File: src/rtl/periph_arb_pkg.sv
// rtl/periph_arb_pkg.sv - shared constants and helpers for the peripheral bus arbiter
//
// Purpose : sizing constants for the requester index and a one-hot to
//           binary index converter used by the round-robin picker.
// Contents: MAX_NREQ  - largest supported requester count
//           IDX_W     - width of a requester index (covers MAX_NREQ)
//           onehot_to_idx() - one-hot vector to binary index

package periph_arb_pkg;

  localparam int MAX_NREQ = 8;
  localparam int IDX_W    = 3;

  // An all-zero input maps to index 0; callers qualify with their own 'any'.
  function automatic logic [IDX_W-1:0] onehot_to_idx(input logic [MAX_NREQ-1:0] oh);
    logic [IDX_W-1:0] idx;
    idx = '0;
    for (int i = 0; i < MAX_NREQ; i++) begin
      if (oh[i]) begin
        idx = idx | IDX_W'(i);
      end
    end
    return idx;
  endfunction

endpackage

File: src/rtl/periph_arb_if.sv
// rtl/periph_arb_if.sv - requester-side and slave-side bus interfaces of the arbiter
//
// periph_arb_req_if : requesters <-> arbiter
//   req, lock, req_we   per-requester request, lock and write flag
//   req_addr, req_wd    packed address / write data, requester i at [i*W +: W]
//   gnt                 one-hot combinational grant
//   ack                 one-hot registered completion
//   rdata               read data, valid with ack of a read
//   modport master = requester side, modport slave = arbiter side
//
// periph_arb_bus_if : arbiter <-> peripheral core register bus
//   s_addr, s_we, s_re, s_wd   registered command toward the core
//   s_rd                       read data, combinational from s_addr
//   modport master = arbiter side, modport slave = peripheral side

interface periph_arb_req_if #(
  parameter int NREQ = 2,
  parameter int AW   = 5,
  parameter int DW   = 32
);
  logic [NREQ-1:0]    req;
  logic [NREQ-1:0]    lock;
  logic [NREQ-1:0]    req_we;
  logic [NREQ*AW-1:0] req_addr;
  logic [NREQ*DW-1:0] req_wd;
  logic [NREQ-1:0]    gnt;
  logic [NREQ-1:0]    ack;
  logic [DW-1:0]      rdata;

  modport master (
    output req, lock, req_we, req_addr, req_wd,
    input  gnt, ack, rdata
  );

  modport slave (
    input  req, lock, req_we, req_addr, req_wd,
    output gnt, ack, rdata
  );
endinterface

interface periph_arb_bus_if #(
  parameter int AW = 5,
  parameter int DW = 32
);
  logic [AW-1:0] s_addr;
  logic          s_we;
  logic          s_re;
  logic [DW-1:0] s_wd;
  logic [DW-1:0] s_rd;

  modport master (
    output s_addr, s_we, s_re, s_wd,
    input  s_rd
  );

  modport slave (
    input  s_addr, s_we, s_re, s_wd,
    output s_rd
  );
endinterface

File: src/rtl/periph_arb_rr_pick.sv
// rtl/periph_arb_rr_pick.sv - combinational round-robin priority picker
//
// Ports: req  - request vector
//        mask - eligibility mask, a request only competes when its bit is set
//        ptr  - requester index where the search starts (wraps mod N)
//        gnt  - one-hot grant to the first eligible request at or after ptr
//        idx  - binary index of the grant (0 when any = 0)
//        any  - some request was granted

module rr_pick
  import periph_arb_pkg::*;
#(
  parameter int N = 2
) (
  input  logic [N-1:0]     req,
  input  logic [N-1:0]     mask,
  input  logic [IDX_W-1:0] ptr,
  output logic [N-1:0]     gnt,
  output logic [IDX_W-1:0] idx,
  output logic             any
);

  // Outer loop walks priority order starting at ptr; inner loop keeps every
  // bit select at a constant index so the search maps to a plain mux tree.
  always_comb begin
    gnt = '0;
    any = 1'b0;
    for (int k = 0; k < N; k++) begin
      for (int i = 0; i < N; i++) begin
        if (!any && req[i] && mask[i] && (((int'(ptr) + k) % N) == i)) begin
          gnt[i] = 1'b1;
          any    = 1'b1;
        end
      end
    end
  end

  assign idx = onehot_to_idx(MAX_NREQ'(gnt));

endmodule

File: src/rtl/reg_we.sv
// rtl/reg_we.sv - register cell with write enable and asynchronous active-low clear
//
// Ports: clk  - clock
//        rstn - asynchronous active-low clear, q goes to 0
//        we   - load enable
//        d    - next value
//        q    - registered value

module reg_we #(
  parameter int W = 1
) (
  input  logic         clk,
  input  logic         rstn,
  input  logic         we,
  input  logic [W-1:0] d,
  output logic [W-1:0] q
);

  always_ff @(posedge clk or negedge rstn) begin
    if (!rstn) begin
      q <= '0;
    end else if (we) begin
      q <= d;
    end
  end

endmodule

File: src/rtl/periph_arb.sv
// rtl/periph_arb.sv - round-robin arbiter sharing one peripheral register bus between NREQ requesters
//
// Ports: clk  - clock
//        rstn - asynchronous active-low reset
//        rq   - requester side (periph_arb_req_if.slave): req/lock/req_we/
//               req_addr/req_wd in, gnt (combinational), ack (registered),
//               rdata out
//        bus  - peripheral side (periph_arb_bus_if.master): registered
//               s_addr/s_we/s_re/s_wd out, s_rd in
//
// One transfer is accepted per cycle. The winner's command is registered
// toward the core and acked in the following cycle, where rdata carries
// the core's read data. A granted transfer with lock set keeps ownership
// for that requester until it presents lock = 0.

module periph_arb
  import periph_arb_pkg::*;
#(
  parameter int NREQ = 2,
  parameter int AW   = 5,
  parameter int DW   = 32
) (
  input logic               clk,
  input logic               rstn,
  periph_arb_req_if.slave   rq,
  periph_arb_bus_if.master  bus
);

  logic [IDX_W-1:0] ptr_q;
  logic [IDX_W-1:0] ptr_d;
  logic [IDX_W-1:0] owner_q;
  logic [IDX_W-1:0] win_idx;
  logic             locked_q;
  logic             locked_d;
  logic             lock_held;
  logic             ptr_we;
  logic             any;
  logic             win_we;
  logic             win_lock;
  logic [AW-1:0]    win_addr;
  logic [DW-1:0]    win_wd;
  logic [NREQ-1:0]  elig_mask;
  logic [NREQ-1:0]  gnt;

  // The lock only binds while the owner keeps lock high; once it drops,
  // this very cycle is already arbitrated unmasked.
  always_comb begin
    lock_held = 1'b0;
    elig_mask = '0;
    for (int i = 0; i < NREQ; i++) begin
      if (owner_q == IDX_W'(i)) begin
        lock_held = locked_q & rq.lock[i];
      end
    end
    for (int i = 0; i < NREQ; i++) begin
      elig_mask[i] = !lock_held || (owner_q == IDX_W'(i));
    end
  end

  rr_pick #(
    .N (NREQ)
  ) u_pick (
    .req  (rq.req),
    .mask (elig_mask),
    .ptr  (ptr_q),
    .gnt  (gnt),
    .idx  (win_idx),
    .any  (any)
  );

  // Winner's command fields, selected by the one-hot grant.
  always_comb begin
    win_addr = '0;
    win_wd   = '0;
    win_we   = 1'b0;
    win_lock = 1'b0;
    for (int i = 0; i < NREQ; i++) begin
      if (gnt[i]) begin
        win_addr = rq.req_addr[i*AW +: AW];
        win_wd   = rq.req_wd[i*DW +: DW];
        win_we   = rq.req_we[i];
        win_lock = rq.lock[i];
      end
    end
  end

  // Rotation happens only on an unlocked grant, so a locking requester
  // keeps its place in the order when it later releases.
  assign ptr_d    = (win_idx == IDX_W'(NREQ - 1)) ? '0 : win_idx + IDX_W'(1);
  assign ptr_we   = any & ~win_lock;
  assign locked_d = any ? win_lock : lock_held;

  assign rq.gnt   = gnt;
  assign rq.rdata = bus.s_rd;

  reg_we #(.W(AW)) u_s_addr (
    .clk (clk), .rstn (rstn), .we (any), .d (win_addr), .q (bus.s_addr)
  );

  reg_we #(.W(DW)) u_s_wd (
    .clk (clk), .rstn (rstn), .we (any), .d (win_wd), .q (bus.s_wd)
  );

  reg_we #(.W(1)) u_s_we (
    .clk (clk), .rstn (rstn), .we (1'b1), .d (any & win_we), .q (bus.s_we)
  );

  reg_we #(.W(1)) u_s_re (
    .clk (clk), .rstn (rstn), .we (1'b1), .d (any & ~win_we), .q (bus.s_re)
  );

  reg_we #(.W(NREQ)) u_ack (
    .clk (clk), .rstn (rstn), .we (1'b1), .d (gnt), .q (rq.ack)
  );

  reg_we #(.W(IDX_W)) u_ptr (
    .clk (clk), .rstn (rstn), .we (ptr_we), .d (ptr_d), .q (ptr_q)
  );

  reg_we #(.W(1)) u_locked (
    .clk (clk), .rstn (rstn), .we (1'b1), .d (locked_d), .q (locked_q)
  );

  reg_we #(.W(IDX_W)) u_owner (
    .clk (clk), .rstn (rstn), .we (any), .d (win_idx), .q (owner_q)
  );

endmodule

File: src/flat_wrapper.sv
// flat-port wrapper written by rule: the top's interface ports become plain ports
module periph_arb_flat import periph_arb_pkg::*;
#(
  parameter int NREQ = 2,
  parameter int AW   = 5,
  parameter int DW   = 32
)
  (clk, rstn, rq_req, rq_lock, rq_req_we, rq_req_addr, rq_req_wd, rq_gnt, rq_ack, rq_rdata, bus_s_addr, bus_s_we, bus_s_re, bus_s_wd, bus_s_rd);
  periph_arb_req_if #(.NREQ(NREQ), .AW(AW), .DW(DW)) rq_i ();
  periph_arb_bus_if #(.AW(AW), .DW(DW)) bus_i ();
  input logic clk;
  input logic rstn;
  input wire logic [$bits(rq_i.req)-1:0] rq_req;
  input wire logic [$bits(rq_i.lock)-1:0] rq_lock;
  input wire logic [$bits(rq_i.req_we)-1:0] rq_req_we;
  input wire logic [$bits(rq_i.req_addr)-1:0] rq_req_addr;
  input wire logic [$bits(rq_i.req_wd)-1:0] rq_req_wd;
  output wire logic [$bits(rq_i.gnt)-1:0] rq_gnt;
  output wire logic [$bits(rq_i.ack)-1:0] rq_ack;
  output wire logic [$bits(rq_i.rdata)-1:0] rq_rdata;
  output wire logic [$bits(bus_i.s_addr)-1:0] bus_s_addr;
  output wire logic [$bits(bus_i.s_we)-1:0] bus_s_we;
  output wire logic [$bits(bus_i.s_re)-1:0] bus_s_re;
  output wire logic [$bits(bus_i.s_wd)-1:0] bus_s_wd;
  input wire logic [$bits(bus_i.s_rd)-1:0] bus_s_rd;
  assign rq_i.req = rq_req;
  assign rq_i.lock = rq_lock;
  assign rq_i.req_we = rq_req_we;
  assign rq_i.req_addr = rq_req_addr;
  assign rq_i.req_wd = rq_req_wd;
  assign rq_gnt = rq_i.gnt;
  assign rq_ack = rq_i.ack;
  assign rq_rdata = rq_i.rdata;
  assign bus_s_addr = bus_i.s_addr;
  assign bus_s_we = bus_i.s_we;
  assign bus_s_re = bus_i.s_re;
  assign bus_s_wd = bus_i.s_wd;
  assign bus_i.s_rd = bus_s_rd;
  periph_arb #(.NREQ(NREQ), .AW(AW), .DW(DW)) u_core (.clk(clk), .rstn(rstn), .rq(rq_i), .bus(bus_i));
endmodule
File: config.mk
export PLATFORM = sky130hd
export DESIGN_NAME = periph_arb_flat
export DESIGN_NICKNAME = d
export VERILOG_FILES = /design/src/rtl/periph_arb_pkg.sv /design/src/rtl/periph_arb_if.sv /design/src/rtl/periph_arb_rr_pick.sv /design/src/rtl/reg_we.sv /design/src/rtl/periph_arb.sv /design/src/flat_wrapper.sv
export SDC_FILE = /design/constraint.sdc
export NUM_CORES = 1
export LEC_CHECK = 0
export ABC_AREA = 1
export CAP_MARGIN = 30
export CORE_MARGIN = 2
export CORE_UTILIZATION = 38
export DETAILED_ROUTE_END_ITERATION = 10
export PLACE_DENSITY = 0.89
export SYNTH_ARGS = -nofsm -noshare
export SYNTH_HDL_FRONTEND = slang
export SYNTH_HIERARCHICAL = 1
export SYNTH_SLANG_ARGS = --single-unit
export TNS_END_PERCENT = 10
File: constraint.sdc
create_clock -name clk -period 2.8 [get_ports clk]
set_input_delay 0.28 -clock clk [delete_from_list [all_inputs] [get_ports clk]]
set_output_delay 0.28 -clock clk [all_outputs]
set_load 0.05 [all_outputs]
==> results.yml, run 1 <==
clocking:
  cts.clk_slew.worst_paths_ps: 80
  cts_hold_buf: 1
  cts_tree: "yes"
  cts_sinks: 46
  cts_resized: 0
  cts.htree.levels: 2
  cts_setup_buffers: 0
  cts_buffers: 5
  cts_buffer_depth: 2
  clockRootBuffer: "clkbuf_8"
  insertion_delay_ps: 290
setup_path:
  reg2reg_depth: 11
  critPathMaxFanout: 3
  reg2reg_to: "u_core/u_s_wd/q[11]$_DFFE_PN0P_"
  cp.required_ps: 2520
  rrSetupSlack_ps: 710
  worst_path_max_delay_cell: "clkdlybuf4s50_1"
  r2r-start: "u_core/u_owner/q[2]$_DFFE_PN0P_"
  critPathCaptureType: "output pin"
  crit_arrival_ps: 2050
  worstPathCellList: "clkdlybuf4s50_1, nand2_1, inv_1, nand3_1, nand3_1, nand2_1, inv_1, clkdlybuf4s50_1"
  worst-setup-path-type: "in2out"
  startpoint_type: "input pin"
  max_stage_delay_ps: 800
drt:
  drt_iter0_drc: 52
  dr_total_vias: 2333
  via_per_inst: 4.742
  route.met3.wl_um: 439
  drc: 0
  wl_um: 6532
  first_pass_iters: 4
  routedWlPerCell_um: 13.28
  wl_met1_um: 2630
  ant_nets: 0
  top_layer_used: "met4"
  dr_wl_met2_um: 3273
placement:
  pre_cts_slack_ps: 424.9
  placed_cells: 483
  port_buffers: 124
  routabilityCongestion: 0.8131
  hpwl_um: 4937
final_layout:
  fin_nets: 525
  num_antenna_cells: 0
  fillers: 610
  drive_gt1_share_pct: 7.524
  fin_cells: 492
  areaGrowthSynthToFinish_pct: 44.37
timing:
  hold_viol: 0
  fin_crit_sh_pct: 83.05
  skew_ps: 3.702
  whs_ps: 476.8
  rsz0062_at_grt: "no"
  fmax_mhz: 430.0
  setup_viol: 0
  drv_slew: 0
  min_period_ps: 2325
  worst_slack_ps: 474.6
  setup_tns_ps: 0
  worst_pin_slew_ps: 541.5
  maxSlewHeadroom_pct: 63.79
worst_hold_path:
  min-delay-start: "u_core/u_s_wd/q[20]$_DFFE_PN0P_"
  holdPathEnd: "u_core/u_s_wd/q[20]$_DFFE_PN0P_"
  min_path_type: "reg2reg"
  hold_depth: 2
logic_synthesis:
  synthCells: 316
  ys_warn_count: 6
  syn_area_sq_um: 2602
  syn_avg_cell_area_sq_um: 8.236
pwr:
  power_density_nw_per_um2: 580.2
  ir_worst_vdd_uv: 217.3
  p_leak_nw: 1.895
grt:
  grt_first_pass_wirelength_um: 10650
  grt_max_degree: 44
  gr-usage-all-layers_pct: 17.77
  antenna_found_initial: 0
  grt-ovfl-total: 0
  grt_pass1_vias: 2288
die:
  io_pins: 189
  die_height_um: 86.76
  die_w_um: 86.76
  core_area_sq_um: 6719
  num_rows: 30
  die_area_sq_um: 7526
  initial_core_util_pct: 38.73
outcome:
  status: "completed"
job:
  maxCapViolations: 0
worst max path at each step:
stage	start	end	depth (start not counted)
2_1_floorplan	u_core/u_owner/q[2]$_DFFE_PN0P_	u_core/u_s_addr/q[0]$_DFFE_PN0P_	11
3_3_place_gp	rq_lock[0]	u_core/u_s_wd/q[21]$_DFFE_PN0P_	13
3_5_place_dp	rq_lock[0]	u_core/u_s_wd/q[11]$_DFFE_PN0P_	13
4_1_cts	u_core/u_owner/q[2]$_DFFE_PN0P_	rq_gnt[0]	6
5_1_grt	rq_lock[0]	rq_gnt[0]	8
6_report	rq_lock[0]	rq_gnt[0]	8
sequential cells by signal, summed over array words and instances, names as in the netlist:
signal             cells
u_core/u_ack/q         2
u_core/u_locked/q      1
u_core/u_owner/q       3
u_core/u_ptr/q         1
u_core/u_s_addr/q      5
u_core/u_s_re/q        1
u_core/u_s_wd/q       32
u_core/u_s_we/q        1
cell usage in the layout, fill, tap and decap left out:
master	instances
a21oi_1	1
a22o_1	37
buf_12	2
buf_2	1
buf_4	3
bufinv_16	1
clkbuf_8	5
clkdlybuf4s50_1	122
clkinv_2	2
conb_1	11
dfrtp_1	46
dlygate4sd3_1	1
inv_1	12
inv_2	3
inv_8	1
nand2_1	144
nand2_2	11
nand3_1	2
nor2_1	5
nor2_4	2
where the power goes:
group	internal, mW	switching, mW	total, mW	leakage, nW
combinational	0.354	0.539	0.893	1.25
clock	0.263	0.212	0.475	0.0579
sequential	0.756	0.0563	0.813	0.586
total	1.37	0.807	2.18	1.89
critical path, delay by kind of cell:
family | cells | cell delay (ps)
buffers and inverters | 4 | 1430
and+or+nand+nor | 4 | 330
layer usage:
metal	global-route usage [%]	vias up
li1	-	1144
met1	20.51	1062
met2	31.12	107
met3	3.714	20
met4	8.807	0
met5	0	-
per-stage QoR:
step / area, sq um / utilization, % / power, mW
floorplan: 2636 / - / 1.491
global placement: 3618 / 53.85 / 1.700
detailed placement: 3638 / 54.15 / 1.721
CTS: 3757 / 55.92 / 2.211
global route: 3757 / 55.92 / 2.295
finish: 3757 / 55.92 / 2.180
cell type report:
cell class              count  area, sq um  share of cell area (%)
clock buffers               5        68.82                   1.832
clock inverters             3        40.04                   1.066
well taps                  80        100.1                   2.664
inverters                  16        67.56                   1.798
repair buffers            129         1299                   34.57
flip-flops and latches     46         1151                   30.64
multi-input cells         213         1031                   27.44
(Power assumes the default switching activity.)
==> run 2, diff against run 1 <==
CORE_UTILIZATION = 36   (was 38)
PLACE_DENSITY = 0.85   (was 0.89)
clock period = 2.15 ns   (was 2.8 ns; I/O delays follow)
==> run 2 against run 1 <==
  * Sequential power increased by 30%
  * Register-to-register slack got worse by 410 ps
  * Routed wire length increased by 1.1%
  * First-iteration DRC count unchanged
  * Power increased by 27%
  * Global-route usage decreased by 1.5 points
==> results.yml, run 2 (same netlist as run 1, synthesis figures left out) <==
placement:
  pre_cts_slack_ps: 73.85
  routabilityCongestion: 0.7664
  placed_area_sq_um: 3686
  placed_cells: 503
  port_buffers: 124
  hpwl_um: 5099
die:
  io_pins: 189
  die_w_um: 89.03
  die_height_um: 89.03
  num_rows: 30
  initial_core_util_pct: 37.68
  core_area_sq_um: 6907
  die_area_sq_um: 7925
drt:
  first_pass_iters: 4
  wl_um: 6604
  drc: 0
  via_per_inst: 4.491
  ant_nets: 0
  drt_iter0_drc: 52
  routedWlPerCell_um: 12.92
  dr_total_vias: 2295
timing:
  drv_slew: 0
  fin_crit_sh_pct: 91.33
  fmax_mhz: 509.3
  min_period_ps: 1963
  worst_slack_ps: 186.5
  setup_tns_ps: 0
  worst_pin_slew_ps: 843.7
  skew_ps: 4.122
  rsz0062_at_grt: "no"
  maxSlewHeadroom_pct: 43.76
  hold_viol: 0
  setup_viol: 0
pwr:
  ir_worst_vdd_uv: 286.7
  seqPwrFrac_pct: 38.5
  switchingPower_mw: 1.046
  clock_power_share_pct: 19.1
  intPower_mw: 1.714
  power_density_nw_per_um2: 730.7
  pwr-share-comb_pct: 42.4
  p_leak_nw: 1.901
  switching_share_pct: 37.90
final_layout:
  largest_reg_flops: 32
  mostFrequentLayoutCell: "nand2_1"
  num_antenna_cells: 0
  fin_cells: 511
  drive_gt1_share_pct: 8.434
  fin_nets: 528
  fillers: 648
  top_regs: "u_core/u_s_wd/q x32, u_core/u_s_addr/q x5, u_core/u_owner/q x3"
  design_area_sq_um: 3777
  final_cell_mix: "144 x nand2_1, 121 x clkdlybuf4s50_1, 46 x dfrtp_1, 37 x a22o_1, 12 x inv_1"
  areaGrowthSynthToFinish_pct: 45.14
  regMostFlops: "u_core/u_s_wd/q"
grt:
  grt_pass1_vias: 2370
  gr-usage-all-layers_pct: 16.29
  grt_max_degree: 39
  grt-ovfl-total: 0
  grt_first_pass_wirelength_um: 10170
  antenna_found_initial: 0
clocking:
  cts_resized: 0
  cts_buffers: 5
  clockRootBuffer: "clkbuf_8"
  cts_hold_buf: 0
  cts_buffer_depth: 2
  cts_tree: "yes"
  cts_setup_buffers: 0
  cts_sinks: 46
  cts.htree.levels: 2
  insertion_delay_ps: 290
  cts.clk_slew.worst_paths_ps: 80
setup_path:
  critPathCaptureType: "output pin"
  crit_arrival_ps: 1750
  worst-setup-path-type: "reg2out"
  startpoint_type: "flop"
  cp.required_ps: 1930
  critPathMaxFanout: 18
job:
  maxCapViolations: 0
worst_hold_path:
  min_path_type: "in2async"
outcome:
  status: "completed"
==> run 2: critical path, stage by stage (launching register included) <==
cell and delay (ps):
dfrtp_1 380, nor2_1 160, nand2_1 100, nand2_1 120, nor2_1 80, nor2_4 160, buf_4 280, buf_12 170
==> run 2: per-stage QoR <==
step | hold WS (ps) | utilization [%] | power, mW
floorplan | -80.59 | - | 1.943
global placement | 358.4 | 53.37 | 2.236
detailed placement | 369.7 | 53.37 | 2.258
CTS | 57.87 | 54.69 | 2.805
global route | 94.04 | 54.69 | 2.916
finish | 28.15 | 54.69 | 2.760
==> run 2: routing by layer <==
| metal | vias to the layer above | part of all wire (%) | track usage (%) |
|---|---|---|---|
| li1 | 1145 | - | - |
| met1 | 1042 | 40 | 17.08 |
| met2 | 88 | 51 | 31.07 |
| met3 | 20 | 7.5 | 3.970 |
| met4 | 0 | 2.1 | 6.377 |
| met5 | - | 0 | 0 |
==> run 2: worst paths after layout <==
| path | startpoint | to | slack, ps | cells after the start |
|---|---|---|---|---|
| hold / removal | rstn | u_core/u_s_wd/q[6]$_DFFE_PN0P_ | 30 | 1 |
| setup reg to reg | u_core/u_owner/q[2]$_DFFE_PN0P_ | u_core/u_s_wd/q[27]$_DFFE_PN0P_ | 300 | 11 |
| hold reg to reg | u_core/u_s_wd/q[13]$_DFFE_PN0P_ | u_core/u_s_wd/q[13]$_DFFE_PN0P_ | 480 | 2 |
| max in group asynchronous | rstn | u_core/u_s_re/q$_DFFE_PN0P_ | 1510 | 2 |
| min in group clk | bus_s_rd[10] | rq_rdata[10] | 430 | 0 |
| setup / recovery | u_core/u_owner/q[2]$_DFFE_PN0P_ | rq_gnt[1] | 190 | 7 |
==> run 2: power by group through the flow <==
stage                     Sequential [mW]  Combinational, mW  Clock (mW)
after floorplan                      1.45              0.490           0
after global placement               1.07               1.16           0
final                                1.06               1.17       0.527
after global routing                 1.08               1.25       0.592
after detailed placement             1.08               1.18           0
after CTS                            1.06               1.18       0.559
==> run 2: final cells by class <==
cell class / count / area, sq um / area share [%]
Clock buffer: 7 / 86.33 / 2.286
Clock inverter: 1 / 5.005 / 0.1325
Inverter: 16 / 67.56 / 1.789
Multi-Input combinational cell: 213 / 1031 / 27.29
Sequential cell: 46 / 1151 / 30.47
Tap cell: 96 / 120.1 / 3.180
Timing Repair Buffer: 132 / 1316 / 34.85
